## src/rtl/rpn_cmd_serializer.sv

```systemverilog
// rpn_cmd_serializer: parallel-to-serial command feeder for the RPN calculator.
// Accepts opcode + operand over valid/ready, emits a pulse-coded frame on a
// single registered line, then holds the line low for a separating gap (longer
// after ENTER so the calculator's result frame can finish).
//
// Ports:
//   clk         clock, rising edge
//   rst         asynchronous active-low reset
//   cmd_valid   command present
//   cmd_ready   high only while idle
//   cmd_op      0=PUSH 1=CLEAR 2=ADD 3=MULT 4=ENTER, 5..7 illegal
//   cmd_data    PUSH operand
//   dout        serial line to calculator dIn (registered)
//   busy        frame or gap in progress
//   err_illegal one-cycle pulse after an illegal opcode is accepted
module rpn_cmd_serializer #(
  parameter int unsigned GAP        = 10,
  parameter int unsigned ENTER_WAIT = 10
) (
  input  logic       clk,
  input  logic       rst,
  input  logic       cmd_valid,
  output logic       cmd_ready,
  input  logic [2:0] cmd_op,
  input  logic [7:0] cmd_data,
  output logic       dout,
  output logic       busy,
  output logic       err_illegal
);

  typedef enum logic [1:0] {StIdle, StShift, StGap} state_e;

  // Gap counter is loaded with G-1 on entry and leaves at 1, giving G low edges.
  localparam logic [7:0] GapNormLd  = 8'(GAP - 1);
  localparam logic [7:0] GapEnterLd = 8'(GAP + ENTER_WAIT - 1);

  state_e      state_q, state_d;
  logic [9:0]  sr_q, sr_d;
  logic [7:0]  cnt_q, cnt_d;
  logic        enter_q, enter_d;
  logic        dout_q, dout_d;
  logic        err_q, err_d;

  logic [9:0]  pat;
  logic [7:0]  pat_len;
  logic        pat_legal;
  logic        pat_enter;
  logic        accept;

  // Left-aligned frame pattern for the presented opcode.
  always_comb begin
    pat       = '0;
    pat_len   = 8'd0;
    pat_legal = 1'b1;
    pat_enter = 1'b0;
    case (cmd_op)
      3'd0: begin pat = {2'b10, cmd_data}; pat_len = 8'd10; end
      3'd1: begin pat = 10'b11_0000_0000;  pat_len = 8'd2;  end
      3'd2: begin pat = 10'b1101_000000;   pat_len = 8'd4;  end
      3'd3: begin pat = 10'b111_0000000;   pat_len = 8'd3;  end
      3'd4: begin pat = 10'b1111_000000;   pat_len = 8'd4;  pat_enter = 1'b1; end
      default: pat_legal = 1'b0;
    endcase
  end

  assign cmd_ready = (state_q == StIdle);
  assign accept    = cmd_valid & cmd_ready;

  // cnt_q in StShift holds the number of frame bits still to emit after the
  // one currently on dout; in StGap it counts down the remaining low cycles.
  always_comb begin
    state_d = state_q;
    sr_d    = sr_q;
    cnt_d   = cnt_q;
    enter_d = enter_q;
    dout_d  = 1'b0;
    err_d   = 1'b0;
    unique case (state_q)
      StIdle: begin
        if (accept) begin
          if (pat_legal) begin
            dout_d  = pat[9];
            sr_d    = {pat[8:0], 1'b0};
            cnt_d   = pat_len - 8'd1;
            enter_d = pat_enter;
            state_d = StShift;
          end else begin
            err_d = 1'b1;
          end
        end
      end
      StShift: begin
        if (cnt_q == 8'd0) begin
          cnt_d   = enter_q ? GapEnterLd : GapNormLd;
          state_d = StGap;
        end else begin
          dout_d = sr_q[9];
          sr_d   = {sr_q[8:0], 1'b0};
          cnt_d  = cnt_q - 8'd1;
        end
      end
      StGap: begin
        if (cnt_q <= 8'd1) begin
          cnt_d   = 8'd0;
          state_d = StIdle;
        end else begin
          cnt_d = cnt_q - 8'd1;
        end
      end
      default: state_d = StIdle;
    endcase
  end

  always_ff @(posedge clk or negedge rst) begin
    if (!rst) begin
      state_q <= StIdle;
      sr_q    <= '0;
      cnt_q   <= '0;
      enter_q <= 1'b0;
      dout_q  <= 1'b0;
      err_q   <= 1'b0;
    end else begin
      state_q <= state_d;
      sr_q    <= sr_d;
      cnt_q   <= cnt_d;
      enter_q <= enter_d;
      dout_q  <= dout_d;
      err_q   <= err_d;
    end
  end

  assign dout        = dout_q;
  assign busy        = (state_q != StIdle);
  assign err_illegal = err_q;

endmodule
```

## config.mk

```make
export PLATFORM = sky130hd
export DESIGN_NAME = rpn_cmd_serializer
export DESIGN_NICKNAME = d
export VERILOG_FILES = /design/src/rtl/rpn_cmd_serializer.sv
export SDC_FILE = /design/constraint.sdc
export NUM_CORES = 1
export LEC_CHECK = 0
export CAP_MARGIN = 15
export CORE_MARGIN = 1.5
export CORE_UTILIZATION = 47
export CTS_CLUSTER_SIZE = 14
export DETAILED_ROUTE_END_ITERATION = 12
export MAX_ROUTING_LAYER = met4
export PLACE_DENSITY = 0.69
export SLEW_MARGIN = 0
export SYNTH_ARGS = -nofsm -noshare
export SYNTH_HDL_FRONTEND = slang
export SYNTH_SLANG_ARGS = --single-unit
```

## constraint.sdc

```tcl
create_clock -name clk -period 4.4 [get_ports clk]
set_input_delay 0.66 -clock clk [delete_from_list [all_inputs] [get_ports clk]]
set_output_delay 0.66 -clock clk [all_outputs]
set_load 0.02 [all_outputs]
```

==> impl_metrics.py <==
metrics = {
    "routing": {
        "drt_iter0_markers": 56,
        "route.detailed.wl_per_inst_um": 14.71,
        "drc": 0,
        "finalWirelength_mm": 3.075,
        "drt_pass1_iterations": 4,
        "via_per_inst": 5.837,
        "count_of_vias_placed_by_the_detailed_router": 1220,
        "number_of_routed_nets_with_antenna_violations": 0,
    },
    "final_layout": {
        "drive_above_1_share_pct": 5.618,
        "num_antenna_cells": 0,
        "area_growth_pct": 15.22,
        "final_cell_area_sq_mm": 0.001658,
        "layout.cells.most_common": "sky130_fd_sc_hd__dfrtp_1",
        "net_total_in_the_final_layout": 202,
        "layout.cells.most_common_list": "22 x sky130_fd_sc_hd__dfrtp_1, 21 x sky130_fd_sc_hd__nand2_1, 17 x sky130_fd_sc_hd__clkdlybuf4s50_1",
    },
    "worst_setup_path": {
        "worst_ep_arrival_time_ps": 1820,
        "timing_worst_setup_path_type": "reg2out",
        "crit_path_max_fanout": 6,
        "critical-path-slowest-cell": "sky130_fd_sc_hd__clkdlybuf4s50_1",
        "critical_path_buf_inv_count": 2,
        "r2r_slack_ps": 2050,
        "worstReg2RegStart": "state_q[1]",
        "critPathLaunch": "state_q[0]",
        "critical_path_cell_count": 3,
        "reg2reg_depth": 7,
        "worstReg2RegEnd": "cnt_q[6]",
        "cp-start-kind": "register",
        "setup.worst_path.end": "cmd_ready",
        "worst_path_dominant_cell_family": "buffers and inverters",
        "worstPathRequired_ps": 3740,
        "critical-path-max-stage-delay_ps": 650,
        "critical_path.endpoint_type": "primary output",
        "timing.critical_path.cells": "inv_1, ha_1, clkdlybuf4s50_1",
    },
    "clocking": {
        "clock_tree_from_tritoncts": "yes",
        "clkLatencyLatePin_ps": 310,
        "cts_made_buffers": 3,
        "cts_htree_levels": 1,
        "worst_setup_hold_path_clk_slew_ps": 130,
        "cts_hold_buffers": 0,
        "cts.sinks": 22,
        "postcts_setup_bufs": 0,
        "clock_path_buffers": 2,
        "cts-resized-gates": 0,
        "ctsRootBufferMaster": "sky130_fd_sc_hd__clkbuf_4",
    },
    "place": {
        "gp_congestion": 0.9053,
        "hpwlAfterDp_mm": 2.329,
        "io_buffers": 17,
        "placement.setup.worst_slack_ps": 1713,
        "area_after_detailed_placement_sq_mm": 0.001605,
    },
    "timing": {
        "report.final.setup_viol": 0,
        "timing.final.hold_violations": 0,
        "grt_setup_unrepaired": "false",
        "max_slew_margin_pct": 35.05,
        "fin_worst_hold_slack_ps": 505.2,
        "timing_worst_slew_pin_value_ps": 971.2,
        "worst_slack_ps": 1917,
        "totalNegativeSetupSlack_ps": 0,
        "max_freq_ghz": 0.4028,
        "final-max-slew-violation-count": 0,
        "final.setup_skew_ps": 3.535,
        "post-route-min-period_ps": 2483,
        "layout_worst_path_cycle_share_pct": 56.43,
    },
    "synth": {
        "seq_area_frac_synth_pct": 38.26,
        "synth_fp_nets": 189,
        "netlist_area_sq_mm": 0.001439,
        "fraction_of_synthesis_flops_using_an_asynchronous_set_or_reset_pin_pct": 100.0,
        "post_synth_inst_count": 166,
        "number_of_enable_type_register_cells_in_the_synthesized_netlist": 0,
        "synth-warning-count": 0,
        "synth.distinct_cells": 43,
        "dominantRegCellSynth": "sky130_fd_sc_hd__dfrtp_1",
        "yosys_register_bits": 22,
        "syn_avg_cell_area_sq_um": 8.668,
    },
    "global_route": {
        "grt.overflow.total": 0,
        "grtUsageTotal_pct": 21.24,
        "first_global_vias": 1179,
        "largest_net_degree_at_the_start_of_global_routing": 23,
        "antenna_found_initial": 0,
        "grt_first_pass_wirelength_mm": 5.464,
    },
    "power_and_ir_drop": {
        "power_density_over_the_cells_mw_per_mm2": 234.5,
        "p_leak_nw": 0.7185,
        "vdd.ir_drop.worst_uv": 128.4,
        "total_power_w": 0.0003888,
    },
    "die": {
        "row_count": 19,
        "initial_core_utilization_pct": 50.86,
        "design.portCount": 18,
        "die_area_sq_mm": 0.003402,
        "chipHeight_um": 58.33,
        "dieWidth_um": 58.33,
        "core_area_sq_mm": 0.002829,
    },
    "min_path": {
        "worst_hold_path_type": "reg2reg",
    },
    "run_status": {
        "run_status": "complete, no violations",
    },
    "job": {
        "maxCapViolations": 0,
    },
}
[per-stage QoR]
| stage | cells | utilization [%] |
|---|---|---|
| floorplan | 166 | - |
| CTS | 209 | 58.60 |
| global route | 209 | 58.60 |
| detailed placement | 205 | 56.74 |
| global placement | 205 | 56.74 |
| finish | 209 | 58.60 |
[cell type report]
type	count	area [sq um]
multi-input combinational	123	800.8
fill	262	1171
tap	31	38.79
timing repair buffer	17	170.2
clock buffer	3	22.52
sequential	22	550.5
clock inverter	1	30.03
inverter	12	45.04
[synthesized netlist by cell type, types with 4 or more instances]
cell                       instances  area [sq um]
sky130_fd_sc_hd__nor2_1           11         41.29
sky130_fd_sc_hd__clkbuf_1          4         15.01
sky130_fd_sc_hd__nand2_1          21         78.83
sky130_fd_sc_hd__nor3_1            4         20.02
sky130_fd_sc_hd__a21oi_1           9         45.04
sky130_fd_sc_hd__dfrtp_1          22         550.5
sky130_fd_sc_hd__buf_2             4         20.02
sky130_fd_sc_hd__nand3_1           5         25.02
sky130_fd_sc_hd__ha_1              9         112.6
sky130_fd_sc_hd__a22oi_1           5         37.54
sky130_fd_sc_hd__inv_1            12         45.04
sky130_fd_sc_hd__o21ai_0          14         70.07
[metal layers]
metal	GRT usage, %	up-vias	routed length, um
met1	30.38	565	1543
met2	32.74	24	1405
li1	-	629	-
met5	-	-	0
met4	3.987	0	9
met3	2.637	2	117
[cells by family after synthesis]
family / Yosys count / share of synthesized area [%]
simple gates: 58 / 21.57
compound gates: 54 / 25.04
flops: 22 / 38.26
buf+inv: 21 / 6.087
fa+ha+maj: 9 / 7.826
xor+xnor: 2 / 1.218
[worst min path at each step]
stage | from | endpoint | slack [ps] | depth (start not counted)
after global routing | sr_q[8] | sr_q[8] | 540 | 2
after floorplan | rst | cnt_q[0] | 360 | 0
final | sr_q[2] | sr_q[2] | 510 | 2
after global placement | sr_q[1] | sr_q[1] | 470 | 2
after CTS | sr_q[5] | sr_q[5] | 510 | 2
after detailed placement | sr_q[3] | sr_q[3] | 480 | 2
[state kept, by name, indices dropped and copies added, names as in the netlist]
register,cells
cnt_q,8
state_q,2
sr_q,9
dout,1
err_illegal,1
enter_q,1
[where the power goes]
part	internal (W)	switching, W	total [W]
Sequential	0.000202	0	0.000202
Combinational	0.0000142	0.0000138	0.0000280
Clock	0.0000921	0.0000665	0.000159
[worst min-delay path, stage by stage (launching register included)]
cell                      delay (ps)
sky130_fd_sc_hd__dfrtp_1         370
sky130_fd_sc_hd__nand2_1          50
sky130_fd_sc_hd__o21ai_0          60
Note: power is estimated with default switching activity, not from simulation.
